`config.mk`:
```
export PLATFORM = sky130hd
export DESIGN_NAME = hex_display_scan
export DESIGN_NICKNAME = d
export VERILOG_FILES = /design/src/rtl/hex_display_scan.sv
export SDC_FILE = /design/constraint.sdc
export NUM_CORES = 1
export LEC_CHECK = 0
export ABC_AREA = 0
export ABC_CLOCK_PERIOD_IN_PS = 2700
export CAP_MARGIN = 10
export CORE_UTILIZATION = 35
export DETAILED_ROUTE_END_ITERATION = 8
export GPL_ROUTABILITY_DRIVEN = 0
export SYNTH_ARGS = -nofsm -noshare
export SYNTH_HDL_FRONTEND = slang
export SYNTH_SLANG_ARGS = --single-unit
```
`constraint.sdc`:
```
create_clock -name CLK -period 2.7 [get_ports CLK]
set_input_delay 0.81 -clock CLK [delete_from_list [all_inputs] [get_ports CLK]]
set_output_delay 0.81 -clock CLK [all_outputs]
set_load 0.02 [all_outputs]
```
`src/rtl/hex_display_scan.sv`:
```
// Time-multiplexed 4-digit hex display driver with tear-free snapshot,
// optional leading-zero blanking and a one-cycle frame pulse per snapshot.
module hex_display_scan #(
    parameter int REFRESH_DIV = 50000
) (
    input  logic        CLK,
    input  logic        reset,
    input  logic [15:0] dataIn,
    input  logic        freeze,
    input  logic        blank_lz,
    output logic [3:0]  anodes,
    output logic [6:0]  segs,
    output logic        frame
);

    localparam logic [15:0] TC_VAL = 16'(REFRESH_DIV - 1);

    logic [15:0] cnt;
    logic [1:0]  idx;
    logic [15:0] snap;
    logic        tc;
    logic        wrap;
    logic        load;
    logic        blank;
    logic [3:0]  nib;
    logic [3:0]  an_dec;
    logic [6:0]  seg_dec;

    assign tc   = (cnt == TC_VAL);
    assign wrap = tc && (idx == 2'd3);
    assign load = wrap && !freeze;

    always_ff @(posedge CLK) begin
        if (reset) begin
            cnt    <= '0;
            idx    <= '0;
            snap   <= '0;
            frame  <= 1'b0;
            anodes <= 4'hF;
            segs   <= 7'h7F;
        end else begin
            cnt   <= tc ? '0 : cnt + 16'd1;
            if (tc)
                idx <= idx + 2'd1;
            frame <= load;
            if (load)
                snap <= dataIn;
            // Outputs lag index/snapshot by one cycle
            anodes <= blank ? 4'hF  : an_dec;
            segs   <= blank ? 7'h7F : seg_dec;
        end
    end

    always_comb begin
        nib    = snap[{idx, 2'b00} +: 4];
        an_dec = ~(4'b0001 << idx);
        blank  = 1'b0;
        // Digit k blanks only if it and every more-significant nibble are zero
        case (idx)
            2'd1:    blank = blank_lz && (snap[15:4]  == 12'h000);
            2'd2:    blank = blank_lz && (snap[15:8]  == 8'h00);
            2'd3:    blank = blank_lz && (snap[15:12] == 4'h0);
            default: blank = 1'b0;
        endcase
    end

    always_comb begin
        seg_dec = 7'h7F;
        case (nib)
            4'h0: seg_dec = 7'h40;
            4'h1: seg_dec = 7'h79;
            4'h2: seg_dec = 7'h24;
            4'h3: seg_dec = 7'h30;
            4'h4: seg_dec = 7'h19;
            4'h5: seg_dec = 7'h12;
            4'h6: seg_dec = 7'h02;
            4'h7: seg_dec = 7'h78;
            4'h8: seg_dec = 7'h00;
            4'h9: seg_dec = 7'h10;
            4'hA: seg_dec = 7'h08;
            4'hB: seg_dec = 7'h03;
            4'hC: seg_dec = 7'h46;
            4'hD: seg_dec = 7'h21;
            4'hE: seg_dec = 7'h06;
            4'hF: seg_dec = 7'h0E;
            default: seg_dec = 7'h7F;
        endcase
    end

endmodule
```
==> results of run 1 <==
-- per-stage QoR --
stage | area, um2 | util [%] | total power, mW | setup slack [ns]
after floorplan | 2261 | - | 0.7347 | 0.5403
after global placement | 2605 | 42.98 | 0.7780 | 0.1922
after detailed placement | 2605 | 42.98 | 0.7782 | 0.1703
after CTS | 2699 | 44.53 | 1.224 | 0.4413
after global routing | 2699 | 44.53 | 1.258 | 0.2393
final | 2699 | 44.53 | 1.205 | 0.4527
-- per-layer routing --
metal | track usage, % | vias up
met3 | 4.725 | 6
li1 | - | 920
met1 | 21.86 | 818
met5 | 0 | -
met2 | 23.97 | 37
met4 | 4.737 | 0
-- worst max-delay path by stage --
| stage | to | slack [ns] | cells past startpoint |
|---|---|---|---|
| floorplan | segs[3] | 0.54 | 7 |
| global placement | segs[6] | 0.19 | 5 |
| detailed placement | segs[5] | 0.17 | 5 |
| CTS | segs[5] | 0.44 | 7 |
| global route | segs[5] | 0.24 | 6 |
| finish | segs[5] | 0.45 | 6 |
-- state kept, by name, indices dropped and copies added, names as in the netlist --
signal / cells
anodes: 4
frame: 1
idx: 2
cnt: 16
snap: 16
segs: 7
-- layout make-up --
cell class	count	share of cell area, %
clock buffer	5	2.550
clock inverter	3	0.9272
inverter	7	0.9736
multi-input combinational	174	45.34
sequential	46	34.12
tap	75	3.477
timing repair buffer	35	12.61
-- synthesized netlist by cell type (2+ instances only) --
library cell  count
xor2_1           10
mux2i_1           7
or3_1             3
mux4_2            4
clkbuf_1          9
xnor2_1           5
and3_1            2
mux2_2            3
and4_1            3
nor4_1            2
dfxtp_1          46
o221ai_1          2
nand3_1          23
nor3_1            2
nor3b_1           2
nand4_1           4
nand2_1          12
nor2_1           18
nand2b_1          4
o21ai_0          10
o211ai_1          2
ha_1             11
o21ai_1           8
buf_2             3
inv_1             7
buf_6             3
a21oi_1          20
-- power by group through the flow --
| stage | clock network, mW | logic [mW] | registers, mW |
|---|---|---|---|
| after floorplan | 0 | 0.0201 | 0.715 |
| after global placement | 0 | 0.0703 | 0.708 |
| after detailed placement | 0 | 0.0704 | 0.708 |
| after CTS | 0.461 | 0.0711 | 0.692 |
| after global routing | 0.488 | 0.0769 | 0.693 |
| final | 0.444 | 0.0702 | 0.692 |
-- worst max-delay path, delay by kind of cell (launching register included) --
family | cells | cell delay (ns)
AOI/OAI and AO/OA | 2 | 0.43
adders and majority gates | 1 | 0.23
buffers and inverters | 1 | 0.19
DFF | 1 | 0.55
and+or+nand+nor | 2 | 0.77
-- cell families after synthesis --
group                    after synthesis  share of synthesized area [%]
buffers and inverters                 23                          5.147
AO/OA/AOI/OAI                         48                          12.07
flip-flops                            46                          40.73
adder cells (fa/ha/maj)               11                          6.087
XOR/XNOR                              15                          5.810
multiplexers                          14                          8.578
AND/OR/NAND/NOR                       86                          21.58
==> impl_metrics.yaml, run 1 <==
sta:
  fmaxAchievable_mhz: 445.0
  finalMaxSlewViolations: 0
  finalSetupViolations: 0
  final-hold-violation-count: 0
  timing.max_slew.rel_slack_pct: 48.82
  max_slew.worst_pin.slew_ns: 0.7677
  setup_repair_after_global_routing_missed_its_margin: "no"
  setup_total_negative_slack_ns: 0
  finalCriticalPeriod_ns: 2.247
  finalClockSkew_ns: 0.003911
  worst_hold_slack_across_all_endpoints_ns: 0.4740
  layout_worst_path_cycle_share_pct: 83.23
critical_path:
  crit-reg2reg-launch: "idx[1]"
  reg2reg_to: "segs[5]"
  timing.critical_path.from: "idx[1]"
  critical_path.max_stage_delay_ns: 0.61
  r2r_cells: 6
  cp-end-kind: "flop"
  r2r_setup_slack_ns: 0.45
  worstPathArrival_ns: 2.48
  worstSetupPathType: "reg -> reg"
  crit_path_top_delay_cell: "or4b_2"
  timing.critical_path.from_type: "flop"
  critical_path.cell_chain: "inv_1, ha_1, or4b_2, nor3_1, o2bb2ai_1, o211ai_1"
  cp.required_ns: 2.93
  worst-path-max-fanout: 10
synthesis:
  synth_fp_nets: 274
  main_area_contributors_after_synthesis: "dfxtp_1 (41%), ha_1 (6.1%), nand3_1 (5.1%), a21oi_1 (4.4%), mux4_2 (4.0%)"
  synth_async_sr_flop_share_pct: 0
  ys_ff_latch: 46
  ys.flop_type: "dfxtp_1"
  postSynthCellCount: 243
  ys.warnings.count: 0
  synth_area_per_cell_um2: 9.304
  ys_types: 45
  post-synth-top-area-fraction_pct: 40.73
  number_of_enable_type_register_cells_in_the_synthesized_netlist: 0
  proportion_of_synthesized_chip_area_in_sequential_cells_pct: 40.73
  netlist.top_cell.by_area: "dfxtp_1"
  synth_area_um2: 2261
detailed_routing:
  drt_pass1_iterations: 4
  met1_length_mm: 2.431
  drc_violations: 0
  wire_per_inst_um: 13.92
  detailroute.wirelength.met3_um: 203
  drtIter0Drc: 83
  routed-wl-met2_mm: 2.116
  drt-vias-per-instance: 5.162
  route.vias.total: 1781
  routed_wl_mm: 4.803
  top_signal_layer_used: "met4"
  final_antenna_net_count: 0
pwr:
  seq_power_share_pct: 57.4
  p_clk_share_pct: 36.8
  internal-power_uw: 915.3
  power_density_nw_per_um2: 446.6
  vdd_drop_max_mv: 0.2306
  power.leakage_nw: 0.9291
  power.share.switching_pct: 24.07
  power_switching_uw: 290.1
  share_comb_of_total_power_pct: 5.8
cells_and_area:
  fin_nets: 300
  num-fill-cells: 617
  num_antenna_cells: 0
  layout-drive-gt1-share_pct: 9.630
  layout_common_cells: "dfxtp_1 (46), clkdlybuf4s50_1 (31), nand3_1 (23)"
  multiInputGateArea_um2: 1224
  layout.cells.non_filler: 345
  layout-area-overhead-vs-synth_pct: 19.37
  layout_commonest_cell: "dfxtp_1"
  layout.area.seq_um2: 920.9
cts:
  post_cts.resized_instances: 0
  ctsLongestPathBuffers: 2
  cts.hold.buffers_added: 0
  tritoncts.num_buffers: 5
  post_cts_buffers: 0
  tritoncts: "done"
  insertion_delay_ns: 0.31
  clock_tree.root_cell: "clkbuf_8"
  cts.htree.levels: 2
  clock_sinks: 46
  clkSlewWorstSetupHoldPaths_ns: 0.09
floorplan:
  initial_utilization_pct: 37.30
  placeableCoreArea_um2: 6061
  rows: 28
  die_area_um2: 6785
  io_pins: 32
  die_w_um: 82.37
  dieHeight_um: 82.37
global_route:
  grt.overflow.total: 0
  pin_count_of_the_biggest_net_entering_global_routing: 22
  grt.total_usage_pct: 15.95
  via_count_of_the_first_global_routing_pass: 1654
  antenna_found_initial: 0
  first_pass_grt_wire_length_mm: 8.052
place:
  placedCellCount: 337
  detailedPlacementHpwl_mm: 3.423
  place.port_buffers: 31
hold_path:
  holdPathEnd: "cnt[0]"
  hp-class: "reg -> reg"
  worstHoldStart: "cnt[0]"
  min_path_cells: 1
flow_run:
  timing.max_cap.violations: 0
run_status:
  status: "finished clean"
Note: power is estimated with default switching activity, not from simulation.
==> run 2: changes to the inputs <==
ABC_CLOCK_PERIOD_IN_PS = 2100   (was 2700)
clock period = 2.1 ns   (was 2.7 ns; I/O delays follow)
==> run 2 against run 1 <==
Final cell count grew 4.1%. Flip-flop and latch count is the same. Highest routed layer unchanged. Critical path type is now in -> reg. Routed wire length grew 2.9%. Die area is the same. Total power grew 37%. Sequential share of layout area shrank 1.7 points. Final area grew 5.7%. Sequential power grew 28%. Core utilization grew 2.5 points. Count of clock-buffer cells in the layout grew 1.
==> impl_metrics.yaml, run 2 (same netlist as run 1, synthesis figures left out) <==
cells_and_area:
  layout_commonest_cell: "dfxtp_1"
  layout-drive-gt1-share_pct: 15.49
  num_antenna_cells: 0
  fin_nets: 314
  layout_common_cells: "dfxtp_1 (44), clkdlybuf4s50_1 (31), nand3_1 (23)"
  num-fill-cells: 598
  reg.largest.list: "cnt (16), snap (16), segs (7)"
  layout-area-overhead-vs-synth_pct: 26.12
critical_path:
  worstSetupPathType: "in -> reg"
  r2r_cells: 6
  crit-reg2reg-launch: "idx[0]"
  reg2reg_to: "segs[3]"
  cp_num_buf_inv: 1
  critical_path.cell_chain: "clkdlybuf4s50_1, or4b_2, nor3_1, o2bb2ai_2, o221ai_1"
  cp-end-kind: "flop"
  path_delay_family: "simple AND/OR/NAND/NOR gates"
  r2r_setup_slack_ns: 0.11
  worst-path-max-fanout: 10
  critical_path.max_stage_delay_ns: 0.57
  worstPathArrival_ns: 2.21
  timing.critical_path.from_type: "input pin"
  timing.critical_path.from: "blank_lz"
  cp.required_ns: 2.32
  crit_path_top_delay_cell: "or4b_2"
floorplan:
  initial_utilization_pct: 37.30
  die_w_um: 82.37
  dieHeight_um: 82.37
  rows: 28
  die_area_um2: 6785
  io_pins: 32
  placeableCoreArea_um2: 6061
sta:
  finalCriticalPeriod_ns: 1.994
  layout_worst_path_cycle_share_pct: 94.96
  finalMaxSlewViolations: 0
  finalClockSkew_ns: 0.01049
  setup_total_negative_slack_ns: 0
  max_slew.worst_pin.slew_ns: 0.4887
  finalSetupViolations: 0
  fmaxAchievable_mhz: 501.5
  timing.max_slew.rel_slack_pct: 67.23
  final-hold-violation-count: 0
pwr:
  vdd_drop_max_mv: 0.3968
  power.leakage_nw: 1.015
  power_density_nw_per_um2: 580.1
  total_power_mw: 1.654
hold_path:
  worstHoldStart: "snap[0]"
  holdPathEnd: "snap[0]"
  hp-class: "reg -> reg"
  min_path_cells: 2
cts:
  clock_sinks: 46
  clock_tree.root_cell: "clkbuf_8"
  tritoncts: "done"
  clkSlewWorstSetupHoldPaths_ns: 0.09
  tritoncts.num_buffers: 5
  insertion_delay_ns: 0.30
  ctsLongestPathBuffers: 2
  post_cts_buffers: 0
  cts.htree.levels: 2
  cts.hold.buffers_added: 0
detailed_routing:
  drt_pass1_iterations: 4
  drt-vias-per-instance: 5.120
  drtIter0Drc: 70
  drc_violations: 0
  route.vias.total: 1838
  final_antenna_net_count: 0
  routed_wl_mm: 4.944
  wire_per_inst_um: 13.77
global_route:
  first_pass_grt_wire_length_mm: 8.142
  pin_count_of_the_biggest_net_entering_global_routing: 23
  via_count_of_the_first_global_routing_pass: 1697
  grt.overflow.total: 0
  grt.total_usage_pct: 16.03
  antenna_found_initial: 0
run_status:
  status: "finished clean"
place:
  detailedPlacementHpwl_mm: 3.506
  place.port_buffers: 31
flow_run:
  timing.max_cap.violations: 0
-- run 2: worst min-delay path, stage by stage, from the launching register on --
cell	delay (ns)
dfxtp_1	0.32
o21ai_0	0.06
a21oi_1	0.06
-- run 2: how the worst max path moves through the flow --
stage                     endpoint  slack, ns  depth (start not counted)
after floorplan            segs[3]       0.01                          7
after global placement     segs[6]      -0.21                          5
after detailed placement   segs[5]      -0.25                          5
after CTS                  segs[5]       0.01                          6
after global routing       segs[5]      -0.01                          6
final                      segs[4]       0.11                          5
-- run 2: cell type report --
type	count	area (um2)	area share, %
inverter	7	26.28	0.9215
timing repair buffer	49	457.9	16.06
sequential	46	925.9	32.47
multi-input combinational	174	1237	43.40
clock inverter	2	37.54	1.316
clock buffer	6	72.57	2.545
tap	75	93.84	3.291
-- run 2: where the power goes --
group	switching, mW	internal [mW]
Clock	0.318	0.356
Sequential	0.00615	0.882
Combinational	0.0386	0.0532
Total	0.363	1.29
-- run 2: per-stage QoR --
| step | hold slack (ns) | util (%) | cells | instance area (um2) | worst slack [ns] |
|---|---|---|---|---|---|
| after detailed placement | 0.4592 | 44.92 | 351 | 2723 | -0.2534 |
| after CTS | 0.4815 | 46.76 | 359 | 2834 | 0.01212 |
| final | 0.4804 | 47.05 | 359 | 2851 | 0.1058 |
| after global placement | 0.4458 | 44.92 | 351 | 2723 | -0.2055 |
| after floorplan | 0.4261 | - | 243 | 2263 | 0.01350 |
| after global routing | 0.5026 | 47.05 | 359 | 2851 | -0.01236 |
-- run 2: timing repair --
action / in CTS / in global routing
setup endpoints to repair: 1 / 10
endpoints found under the hold margin: 0 / 0
gates resized for setup: 1 / 5
-- run 2: metal layers --
metal	routed length (um)	up-vias	GRT usage, %	part of all wire [%]
met3	147	9	3.736	3.0
met5	0	-	0	0
met2	2195	30	24.21	44
met4	100	0	7.368	2.0
met1	2500	856	21.47	51
li1	-	943	-	-
==> run 3: changes to the inputs <==
CORE_MARGIN = 10   (was unset)
==> run 3 against run 2 <==
Total power decreased by 7.5%. Final cell count grew 0.56%. Sequential power barely moved. Core utilization decreased by 1.9 points. Routed wire length grew 2.6%. Setup slack gained 0.025 ns. Hold slack worse by 0.0089 ns. Critical path type is now reg -> reg. Largest power group unchanged.
==> impl_metrics.yaml, run 3 (same netlist as run 1, synthesis figures left out) <==
sta:
  finalMaxSlewViolations: 0
  max_slew.worst_pin.slew_ns: 0.4188
  setup_repair_after_global_routing_missed_its_margin: "no"
  setup_ws_ns: 0.1304
  finalCriticalPeriod_ns: 1.970
  finalClockSkew_ns: 0.004910
  fmaxAchievable_mhz: 507.7
  final-hold-violation-count: 0
  finalSetupViolations: 0
  setup_total_negative_slack_ns: 0
  timing.max_slew.rel_slack_pct: 71.53
  layout_worst_path_cycle_share_pct: 93.79
cts:
  clkSlewWorstSetupHoldPaths_ns: 0.08
  tritoncts: "done"
  cts.hold.buffers_added: 0
  cts.htree.levels: 2
  ctsLongestPathBuffers: 2
  insertion_delay_ns: 0.29
  tritoncts.num_buffers: 5
  post_cts_buffers: 0
  clock_tree.root_cell: "clkbuf_8"
  post_cts.resized_instances: 1
  clock_sinks: 46
flow_run:
  timing.max_cap.violations: 0
cells_and_area:
  reg.largest.list: "cnt (16), snap (16), segs (7)"
  num_antenna_cells: 0
  fin_nets: 314
  layout_common_cells: "dfxtp_1 (45), clkdlybuf4s50_1 (31), nand3_1 (23)"
  layout.cell_area.non_filler_um2: 2849
  layout_commonest_cell: "dfxtp_1"
  layout-drive-gt1-share_pct: 15.49
  layout-area-overhead-vs-synth_pct: 26.01
global_route:
  antenna_found_initial: 0
  pin_count_of_the_biggest_net_entering_global_routing: 22
  grt.total_usage_pct: 10.53
  via_count_of_the_first_global_routing_pass: 1852
  grt.overflow.total: 0
  first_pass_grt_wire_length_mm: 8.721
detailed_routing:
  drc_violations: 0
  drt-vias-per-instance: 5.061
  routed_wl_mm: 5.075
  drt_pass1_iterations: 4
  route.vias.total: 1827
  final_antenna_net_count: 0
  wire_per_inst_um: 14.06
  drtIter0Drc: 55
run_status:
  status: "finished clean"
place:
  placement.cell_area_um2: 2725
  dp_worst_setup_slack_ns: -0.2174
  place.port_buffers: 31
  detailedPlacementHpwl_mm: 3.785
floorplan:
  rows: 29
  die_w_um: 100.4
  initial_utilization_pct: 35.81
  placeableCoreArea_um2: 6314
  io_pins: 32
  dieHeight_um: 100.4
  die_area_um2: 10070
pwr:
  seq_power_share_pct: 58.1
  power.leakage_nw: 1.015
  power.share.switching_pct: 21.40
  p_clk_share_pct: 35.8
  share_comb_of_total_power_pct: 6.1
  power_density_nw_per_um2: 537.1
  vdd_drop_max_mv: 0.4989
  power_switching_uw: 327.4
  internal-power_mw: 1.203
  total_power_mw: 1.530
hold_path:
  hp-class: "reg -> reg"
critical_path:
  timing.critical_path.from_type: "flop"
  worstPathArrival_ns: 2.15
  worstSetupPathType: "reg -> reg"
  cp-end-kind: "flop"
  worst-path-max-fanout: 10
  cp.required_ns: 2.28
==> run 3: cell types whose count changed in the layout (fill, tap and decap cells not counted), sizes merged <==
cell and change:
clkinvlp -1, bufinv -1, clkinv +1, clkbuf +1
==> run 3: area by class of cell <==
| cell class | instances | area [um2] |
|---|---|---|
| inverters | 7 | 26.28 |
| well taps | 77 | 96.34 |
| clock buffers | 7 | 86.33 |
| fillers | 652 | 3465 |
| flip-flops and latches | 46 | 922.1 |
| multi-input cells | 174 | 1255 |
| repair buffers | 49 | 457.9 |
| clock inverters | 1 | 5.005 |
==> run 3: power by group through the flow <==
stage / Clock [mW] / Combinational, mW / Sequential [mW]
after floorplan: 0 / 0.0258 / 0.919
after global placement: 0 / 0.0915 / 0.910
after detailed placement: 0 / 0.0916 / 0.910
after CTS: 0.578 / 0.0921 / 0.889
after global routing: 0.614 / 0.102 / 0.891
final: 0.548 / 0.0927 / 0.889
==> run 3: through the flow <==
step / hold WS [ns] / utilization (%) / std cells
after detailed placement: 0.4574 / 43.16 / 353
after global routing: 0.5095 / 45.12 / 361
after global placement: 0.4427 / 43.16 / 353
final: 0.4715 / 45.12 / 361
after CTS: 0.4738 / 44.67 / 361
after floorplan: 0.4261 / - / 243
==> run 3: worst max-delay path, stage by stage (launching register included) <==
cell,delay (ns)
dfxtp_1,0.33
or4b_4,0.57
or4_4,0.58
buf_12,0.17
o21ai_1,0.13
a21oi_1,0.07
==> run 3: final timing paths <==
kind | from | slack (ns) | cells past startpoint | to
worst max-delay path | cnt[13] | 0.13 | 5 | snap[12]
worst min-delay path | cnt[0] | 0.47 | 1 | cnt[0]
worst max register to register | cnt[13] | 0.13 | 5 | snap[12]
worst min register to register | cnt[0] | 0.47 | 1 | cnt[0]
==> run 3: metal layers <==
metal | GRT usage (%) | part of all wire (%)
met5 | 0 | 0
met4 | 3.478 | 0.89
met3 | 3.571 | 5.4
met2 | 16.72 | 46
met1 | 13.04 | 48
